==> src/rtl/interrupt_pkg.sv <==
// Shared types and helpers for the interrupt controller: FSM state, defaults
// and a lowest-index-wins priority encoder.
package interrupt_pkg;

  typedef enum logic {IDLE = 1'b0, ACTIVE = 1'b1} irq_state_e;

  localparam int N_CH_DEF        = 4;
  localparam int SYNC_STAGES_DEF = 2;

  typedef struct packed {
    logic       any;
    logic [4:0] idx;
  } prio_t;

  // Scans from the top down so the lowest set bit is the last one written.
  function automatic prio_t prio_enc(input logic [31:0] req);
    prio_t r;
    r = '0;
    for (int i = 31; i >= 0; i--) begin
      if (req[i]) begin
        r.any = 1'b1;
        r.idx = 5'(i);
      end
    end
    return r;
  endfunction

endpackage

==> src/rtl/irq_sync_edge.sv <==
// Per-channel synchroniser chain plus a history flop; emits a one-cycle pulse
// on each synchronised rising edge.
module irq_sync_edge #(
  parameter int SYNC_STAGES = 2
) (
  input  logic CLK,
  input  logic CLR,
  input  logic async_i,
  output logic evt_o
);

  logic [SYNC_STAGES-1:0] sync_q;
  logic                   hist_q;

  always_ff @(posedge CLK) begin
    if (CLR) begin
      sync_q <= '0;
      hist_q <= 1'b0;
    end else begin
      sync_q <= {sync_q[SYNC_STAGES-2:0], async_i};
      hist_q <= sync_q[SYNC_STAGES-1];
    end
  end

  // History clears with the chain, so a line held high across reset fires once.
  assign evt_o = sync_q[SYNC_STAGES-1] & ~hist_q;

endmodule

==> src/rtl/interrupt_controller.sv <==
// Sticky-pending, maskable, fixed-priority interrupt controller presenting a
// single registered Irq/Irq_Id pair to the CPU with an Ack handshake.
module interrupt_controller
  import interrupt_pkg::*;
#(
  parameter int N_CH        = N_CH_DEF,
  parameter int SYNC_STAGES = SYNC_STAGES_DEF,
  parameter int ID_W        = (N_CH > 1) ? $clog2(N_CH) : 1
) (
  input  logic            CLK,
  input  logic            CLR,
  input  logic [N_CH-1:0] Sw,
  input  logic [N_CH-1:0] Mask_In,
  input  logic            Mask_Write,
  input  logic            Ack,
  output logic            Irq,
  output logic [ID_W-1:0] Irq_Id,
  output logic [N_CH-1:0] Pending,
  output logic [N_CH-1:0] Mask
);

  logic [N_CH-1:0] evt;

  for (genvar g = 0; g < N_CH; g++) begin : g_ch
    irq_sync_edge #(.SYNC_STAGES(SYNC_STAGES)) u_sync (
      .CLK     (CLK),
      .CLR     (CLR),
      .async_i (Sw[g]),
      .evt_o   (evt[g])
    );
  end

  irq_state_e      state_q, state_d;
  logic [N_CH-1:0] pend_q, pend_d, mask_q, mask_d, clr_vec;
  logic            irq_q, irq_d;
  logic [ID_W-1:0] id_q, id_d;
  logic [31:0]     req;
  prio_t           enc;

  always_ff @(posedge CLK) begin
    if (CLR) begin
      state_q <= IDLE;
      pend_q  <= '0;
      mask_q  <= '1;
      irq_q   <= 1'b0;
      id_q    <= '0;
    end else begin
      state_q <= state_d;
      pend_q  <= pend_d;
      mask_q  <= mask_d;
      irq_q   <= irq_d;
      id_q    <= id_d;
    end
  end

  always_comb begin
    req             = '0;
    req[N_CH-1:0]   = pend_q & mask_q;
    enc             = prio_enc(req);
    state_d         = state_q;
    irq_d           = irq_q;
    id_d            = id_q;
    clr_vec         = '0;
    case (state_q)
      IDLE: begin
        if (enc.any) begin
          state_d = ACTIVE;
          irq_d   = 1'b1;
          id_d    = enc.idx[ID_W-1:0];
        end
      end
      ACTIVE: begin
        // Request is locked until acknowledged; no preemption or withdrawal.
        if (Ack) begin
          state_d = IDLE;
          irq_d   = 1'b0;
          clr_vec = N_CH'(1) << id_q;
        end
      end
      default: state_d = IDLE;
    endcase
    // OR-ing the event after the clear keeps a coincident new edge pending.
    pend_d = (pend_q & ~clr_vec) | evt;
    mask_d = Mask_Write ? Mask_In : mask_q;
  end

  assign Irq     = irq_q;
  assign Irq_Id  = id_q;
  assign Pending = pend_q;
  assign Mask    = mask_q;

endmodule

==> config.mk <==
export PLATFORM = sky130hd
export DESIGN_NAME = interrupt_controller
export DESIGN_NICKNAME = d
export VERILOG_FILES = /design/src/rtl/interrupt_pkg.sv /design/src/rtl/irq_sync_edge.sv /design/src/rtl/interrupt_controller.sv
export SDC_FILE = /design/constraint.sdc
export NUM_CORES = 1
export LEC_CHECK = 0
export ABC_AREA = 1
export BUFFER_PORTS_ARGS = -buffer_cell sky130_fd_sc_hd__buf_2
export CAP_MARGIN = 20
export CORE_MARGIN = 8
export CORE_UTILIZATION = 52
export CTS_BUF_LIST = sky130_fd_sc_hd__clkbuf_2 sky130_fd_sc_hd__clkbuf_4 sky130_fd_sc_hd__clkbuf_8
export DETAILED_ROUTE_END_ITERATION = 10
export PLACE_DENSITY = 0.79
export SLEW_MARGIN = 20
export SYNTH_ARGS = -nofsm -noshare
export SYNTH_HDL_FRONTEND = slang
export SYNTH_SLANG_ARGS = --single-unit
==> constraint.sdc <==
create_clock -name CLK -period 1.08 [get_ports CLK]
set_input_delay 0.108 -clock CLK [delete_from_list [all_inputs] [get_ports CLK]]
set_output_delay 0.108 -clock CLK [all_outputs]
set_load 0.02 [all_outputs]
**Word level (Yosys, flattened, before mapping)**

Index checks and enable logic that the tools add are counted.

- Register bits after elaboration: 24
- Bits of input ports: 12
- Output and inout bits: 11

- Equal/unequal tests: 2
- Shift operators: 1
- Multiplexer cells: 12
- Bitwise logic cells: 13
- Reductions and logical operators: 2

Operator list:

| kind | number |
|---|---|
| two-way mux 6 bit | 4 |
| AND 4 bit | 2 |
| two-way mux 4 bit | 2 |
| NOT 1 bit | 5 |
| AND 1 bit | 4 |
| two-way mux 1 bit | 4 |
| != test 2 bit (second input constant) | 2 |
| NOT 4 bit | 1 |
| OR 4 bit | 1 |
| one-hot mux 1 bit (2 select lines) | 2 |
| AND reduction 2 bit | 2 |
| left shift 1 x 2 -> 4 bit (first input constant) | 1 |

**Depth between registers and ports, before layout**

Gate-level depths: netlist of the first run.

- Depth in word-level cells: 7
- Depth in mapped cells: 8
- Depth with buffers taken out: 8

**Modules after synthesis**

A second synthesis of the first run with hierarchy kept.

- Cell total of the unflattened synthesis: 112
- Area total of the unflattened synthesis: 840.8 um^2

Modules (own cells, without submodules):

| module | instances | cells each | area each (um^2) | seq. area each (um^2) |
|---|---|---|---|---|
| interrupt_controller | 1 | 72 | 495.5 | 240.2 |
| irq_sync_edge | 4 | 10 | 86.3 | 60.1 |

**Worst setup path before layout of the first run**

Ideal clock, no wire load.

- Path kind: reg-to-reg
- Start point: reg pend_q[1] (netlist: Pending[1])
- End point: reg id_q[0] (netlist: Irq_Id[0])
- Data arrival time: 0.878 ns
- Data required time: 0.966 ns
- Slack: 0.088 ns
- Cell stages (with the launch flop): 8
- Clock period less this slack: 0.992 ns
- Cell sequence: dfxtp_1 > nand2_2 > nand2_2 > nand2_2 > nand2_2 > nand2_1 > nand2_1 > nor2_2

- Longest elaborated chain between the ends: 4

Ends and longest elaborated chain:

| what | line | RTL |
|---|---|---|
| start: declaration | interrupt_controller.sv:34 | `logic [N_CH-1:0] pend_q, pend_d, mask_q, mask_d, clr_vec;` |
| start signal: assignment | interrupt_controller.sv:49 | `pend_q <= pend_d;` |
| AND 4 bit (*) | interrupt_controller.sv:58 | `req[N_CH-1:0] = pend_q & mask_q;` |
| two-way mux 6 bit (*) (2 in series) | interrupt_pkg.sv:20 | `if (req[i]) begin` |
| AND reduction 2 bit (no source line) | n/a |  |
| end signal: assignment | interrupt_controller.sv:52 | `id_q <= id_d;` |
| end: declaration | interrupt_controller.sv:36 | `logic [ID_W-1:0] id_q, id_d;` |

Every way passes the cells marked *; elsewhere a longest branch is shown, timed or not.
A chain may end at the register's enable or synchronous reset.

**Worst setup path in the final report of the first run**

- Start point: reg id_q[0] (netlist: Irq_Id[0])
- End point: out Irq_Id[0]

RTL lines:

| what | line | RTL |
|---|---|---|
| end: declaration | interrupt_controller.sv:17 | `output logic [ID_W-1:0] Irq_Id,` |

No word-level cell between the ends.

==> summary.txt, run 1 <==
postcts setup bufs: 0
maximum vdd ir drop: 1036 uV
count leader, synth: dfxtp_1
worst hold path class: in2reg
clock buffer depth: 2
area grow syn2layout: 22.06%
Tot GR Track Use: 10.14%
Relative slew margins: 77.51%
syn avg cell area: 8.103 sq um
Post-Route WL: 1603 um
area of the mapped netlist: 850.8 sq um
CTS root buffer: clkbuf_4
initial drt markers: 15
status: complete, but fails checks
final hold violations: 1
setup violators final: 0
number of global-route vias before repair: 673
first-pass detailed-route iteration total: 4
ys flop type: dfxtp_1
P_leak: 0.5402 nW
RSZ-0062 raised after global routing: no
CP Capture Point: Irq_Id[0]
first-pass GRT wire length: 2732 um
ANT nets after route: 0
layout cells sized above 1: 27.82%
asr flop ratio synth: 0%
WP data required: 0.97 ns
Synth warnings: 0
mean number of vias per cell: 4.745
Core ar.: 1524 sq um
critical path startpoint: Irq_Id[0]
r2r worst-path depth: 3
GRT overflow: 0
clock sink total: 24
Synth area leaders: dfxtp_1 56%, nand2_1 9.7%, inv_1 7.5%
CP Depth: 1
Setup CP Type: reg2out
Peak Freq: 0.9794 GHz
Post-Syn Nets: 117
initial antenna violation count: 0
Tcrit/Tclk final: 94.54%
largest net degree at the start of global routing: 18
# nets final: 147
row count: 14
Synth area leader: dfxtp_1
Setup TNS: 0 ns
Die W: 56.45 um
violated checks: negative hold slack
Least-Margin Pin Slew: 0.3374 ns
worst hold stages: 3
Seq/Total Area, Yosys: 56.47%
post-synth top area share: 56.47%
R2R setup slack: 0.14 ns
number of enable flip-flop cells after synthesis: 0
crit path DAT: 0.91 ns
Slowest-stage cell, CP: dfxtp_1
RR Startpoint: state_q
CTS tree: done
clk_lat worst skew: 0.31 ns
worst-path maximum fanout: 5
CP bufs+invs: 1
Max Clock Skew: 0.005533 ns
max-capacitance violation count: 0
post-route minimum period: 1.021 ns
Max Slew Vio Count: 0
Routed wire per std cell: 10.76 um
crit start category: flip-flop
number of antenna diodes: 0
Cell variety after synth: 17
Largest stage delay, worst path: 0.42 ns
die area: 3187 sq um
Yosys reg bits: 24
fin util: 68.14%
starting density of the core: 55.83%
H-tree levels: 1
Worst-path clk slew: 0.11 ns
Power per Cell Area: 1548 nW/um^2
CP top delay family: flip-flops
crit-path cells: buf_2
WHS: -0.00007322 ns
die height: 56.45 um
reg2reg end: Pending[3]
CTS buffer count: 3
most frequent cells after synthesis: 24 x dfxtp_1, 22 x nand2_1, 17 x inv_1
post-detail-place hpwl: 1212 um
critical path endpoint category: output port
RePlAce Congestion: 0.8430
DR vias: 707
Synth Instances: 105
port buffer count: 22
DRC Markers: 0
I/O pin total: 23
[placed cells by master (no fill, tap or decap)]
cell            n
dfxtp_1        23
nand2_1        22
buf_2          22
inv_1          17
nor2_1         13
nand2_2         8
dlygate4sd3_1   5
nor3_1          4
nand3_1         4
clkbuf_4        3
o32ai_1         2
o21ai_0         2
o22ai_1         2
dfxtp_2         1
inv_6           1
inv_2           1
nor2_2          1
o21ai_1         1
a21oi_1         1
[per-layer routing]
metal  wire length, um  vias up  global-route usage, %
met5                 0        -                      0
met4                31        0                  5.155
met3               137        5                  4.270
met2               748       23                  16.93
met1               685      301                  10.53
li1                  -      378                      -
[power by group]
group	switching, mW	internal [mW]	total (mW)	leakage (nW)
registers	0.0432	0.944	0.987	0.198
clock network	0.235	0.130	0.366	0.0138
logic	0.153	0.102	0.255	0.328
[cell families (layout without fill, tap and decap cells)]
| logic type | after synthesis | after routing | share of synthesized area, % |
|---|---|---|---|
| buffers and inverters | 21 | 49 | 10.88 |
| AOI/OAI and AO/OA | 8 | 8 | 5.881 |
| and+or+nand+nor | 52 | 52 | 26.77 |
| DFF | 24 | 24 | 56.47 |
[repair_timing]
item / CTS / global route
gates resized for setup: 0 / 1
setup endpoints to repair: 0 / 1
endpoints found under the hold margin: 4 / 1
hold buffers: 4 / 1
[per-stage QoR]
stage                     power, mW  instances  setup slack [ns]  instance area (sq um)
after floorplan               1.171        105           0.08780                  850.8
after global placement        1.242        141            0.1778                  964.7
after detailed placement      1.250        141            0.1542                  964.7
after CTS                     1.619        148           0.02618                   1027
after global routing          1.678        149          0.004636                   1039
final                         1.608        149           0.05894                   1039
[flip-flops by register name, summed over array words and instances (netlist names)]
| register | cells |
|---|---|
| Irq | 1 |
| Irq_Id | 2 |
| Mask | 4 |
| Pending | 4 |
| g_ch.u_sync.hist_q | 4 |
| g_ch.u_sync.sync_q | 8 |
| state_q | 1 |
[layout make-up]
| type | count | area [sq um] |
|---|---|---|
| clock buffer | 3 | 22.52 |
| fill | 131 | 485.5 |
| sequential | 24 | 481.7 |
| tap | 16 | 20.02 |
| timing repair buffer | 27 | 160.2 |
| inverter | 19 | 76.32 |
| multi-input combinational | 60 | 277.8 |
[worst min-delay path by stage]
| stage | slack [ns] | to | from |
|---|---|---|---|
| after floorplan | 0.21 | g_ch[0].u_sync.sync_q[0] | Sw[0] |
| after global placement | 0.31 | g_ch[3].u_sync.sync_q[0] | Sw[3] |
| after detailed placement | 0.31 | g_ch[3].u_sync.sync_q[0] | Sw[3] |
| after CTS | 0.0005 | Mask[2] | Mask_In[2] |
| after global routing | 0.009 | Mask[1] | Mask_In[1] |
| final | -0.00007 | Mask[2] | Mask_In[2] |
Note: power is estimated with default switching activity, not from simulation.
==> run 2: changes to the inputs <==
--- a/config.mk
+++ b/config.mk
@@ -13,6 +13,7 @@
 export CTS_BUF_LIST = sky130_fd_sc_hd__clkbuf_2 sky130_fd_sc_hd__clkbuf_4 sky130_fd_sc_hd__clkbuf_8
 export DETAILED_ROUTE_END_ITERATION = 10
 export PLACE_DENSITY = 0.79
+export REMOVE_ABC_BUFFERS = 1
 export SLEW_MARGIN = 20
 export SYNTH_ARGS = -nofsm -noshare
 export SYNTH_HDL_FRONTEND = slang
==> run 2 against run 1 <==
Effect of this change: the run now ends clean; register-to-register slack about the same; critical path depth unchanged; sequential share of layout area decreased by 0.81 points; combinational power increased by 4%; routed wire length increased by 6.6%; non-clock buffer count increased by 2; hold slack improved by 0.020 ns; count of clock-buffer cells in the layout unchanged; power increased by 1.1%; via count increased by 4.8%; sequential power about the same; highest routed layer unchanged.
==> summary.txt, run 2 (same netlist as run 1, synthesis figures left out) <==
status: complete, no violations
post-detail-place hpwl: 1219 um
ANT nets after route: 0
Setup CP Type: reg2out
maximum vdd ir drop: 1008 uV
starting density of the core: 55.83%
Power per Cell Area: 1534 nW/um^2
clock buffer depth: 2
crit-path cells: buf_2
NetSw: 0.4431 mW
Setup TNS: 0 ns
number of global-route vias before repair: 697
Tot GR Track Use: 10.87%
Largest stage delay, worst path: 0.40 ns
CP top delay family: flip-flops
r2r worst-path depth: 7
Largest register FFs: 8
Seq pwr share: 60.7%
Die W: 56.45 um
post-route minimum period: 1.010 ns
largest reg by FF count: g_ch.u_sync.sync_q
Relative slew margins: 77.67%
die area: 3187 sq um
Worst-path clk slew: 0.11 ns
Core ar.: 1524 sq um
RR Startpoint: Pending[2]
mean number of vias per cell: 4.907
crit path DAT: 0.90 ns
reg2reg end: Irq_Id[0]
initial drt markers: 11
clk_lat worst skew: 0.31 ns
WP data required: 0.97 ns
Routed wire per std cell: 11.31 um
power share of the clock group: 23.0%
worst-path maximum fanout: 3
postcts setup bufs: 0
worst hold stages: 3
Peak Freq: 0.9902 GHz
hold path startpoint: Mask_In[0]
initial antenna violation count: 0
worst hold path class: in2reg
clock sink total: 24
# nets final: 149
Max Clock Skew: 0.002965 ns
I/O pin total: 23
Max Slew Vio Count: 0
final hold violations: 0
area grow syn2layout: 24.56%
port buffer count: 22
first-pass GRT wire length: 2863 um
first-pass detailed-route iteration total: 4
CTS buffer count: 3
DP Cell Count: 141
RSZ-0062 raised after global routing: no
most frequent cells in the layout: 22 x dfxtp_1, 22 x nand2_1, 22 x buf_2, 17 x inv_1, 13 x nor2_1
critical path endpoint category: output port
Worst Hold End: Mask[0]
P_int: 1.183 mW
GRT overflow: 0
row count: 14
Tcrit/Tclk final: 93.51%
layout cells sized above 1: 28.15%
CTS tree: done
post-route insts no fill: 151
Slowest-stage cell, CP: dfxtp_1
Least-Margin Pin Slew: 0.3350 ns
CP bufs+invs: 1
# fillers: 132
crit start category: flip-flop
H-tree levels: 1
number of antenna diodes: 0
Switching Fraction: 27.26%
RePlAce Congestion: 0.8441
R2R setup slack: 0.14 ns
die height: 56.45 um
DR vias: 741
DRC Markers: 0
P_leak: 0.5489 nW
Gate power share: 16.3%
largest net degree at the start of global routing: 18
CTS root buffer: clkbuf_4
setup violators final: 0
Post-Route WL: 1708 um
max-capacitance violation count: 0
## run 2: changes by cell type in the layout (fill, tap and decap cells not counted)
cell,previous run,this run
dfxtp_1,23,22
dlygate4sd3_1,5,7
dfxtp_2,1,2
## run 2: worst reg2reg max path, cell delays in order, from the launching register on
cell and delay (ns):
dfxtp_1 0.38, nand2_2 0.08, nand2_2 0.09, nand2_1 0.07
nand2_2 0.08, nand2_1 0.05, nand2_1 0.06, nor2_2 0.03
## run 2: layout make-up
cell class | count | area (sq um) | area share [%]
multi-input combinational | 60 | 277.8 | 26.21
tap | 16 | 20.02 | 1.889
inverter | 19 | 76.32 | 7.202
clock buffer | 3 | 22.52 | 2.125
sequential | 24 | 483.0 | 45.57
timing repair buffer | 29 | 180.2 | 17.00
## run 2: routing by layer
metal  routed length (um)  share of wire (%)  track usage [%]  vias to the layer above
li1                     -                  -                -                      378
met1                  740                 43            11.20                      337
met2                  791                 46            18.34                       21
met3                  138                8.1            4.719                        5
met4                   37                2.2            5.155                        0
met5                    0                  0                0                        -
## run 2: worst max-delay path by stage
stage	endpoint	cells after the start	startpoint
4_1_cts	Irq_Id[0]	1	Irq_Id[0]
2_1_floorplan	Irq_Id[0]	7	Pending[1]
3_5_place_dp	Irq_Id[0]	7	Pending[2]
5_1_grt	Mask[0]	1	Mask[0]
6_report	Mask[0]	1	Mask[0]
3_3_place_gp	Irq_Id[0]	7	Pending[2]
## run 2: power groups by stage
stage	clock network (mW)	registers (mW)	logic (mW)
after floorplan	0	1.04	0.117
after global placement	0	1.00	0.240
after detailed placement	0	1.00	0.247
after CTS	0.393	0.985	0.267
after global routing	0.416	0.994	0.299
final	0.373	0.987	0.266
## run 2: per-stage QoR
step	setup slack, ns	utilization (%)	instance area [sq um]	total power [mW]	hold slack (ns)
global route	0.03017	69.54	1060	1.709	0.01490
detailed placement	0.1447	63.30	964.7	1.252	0.3133
finish	0.07013	69.54	1060	1.626	0.01946
global placement	0.1817	63.30	964.7	1.242	0.3087
floorplan	0.08780	-	834.6	1.158	0.1792
CTS	0.03346	69.46	1059	1.646	0.006734
## run 2: timing repair
item / CTS / global route
gates resized for setup: 1 / 1
hold buffers: 7 / 0
endpoints found under the setup margin: 1 / 1
endpoints found under the hold margin: 7 / 0
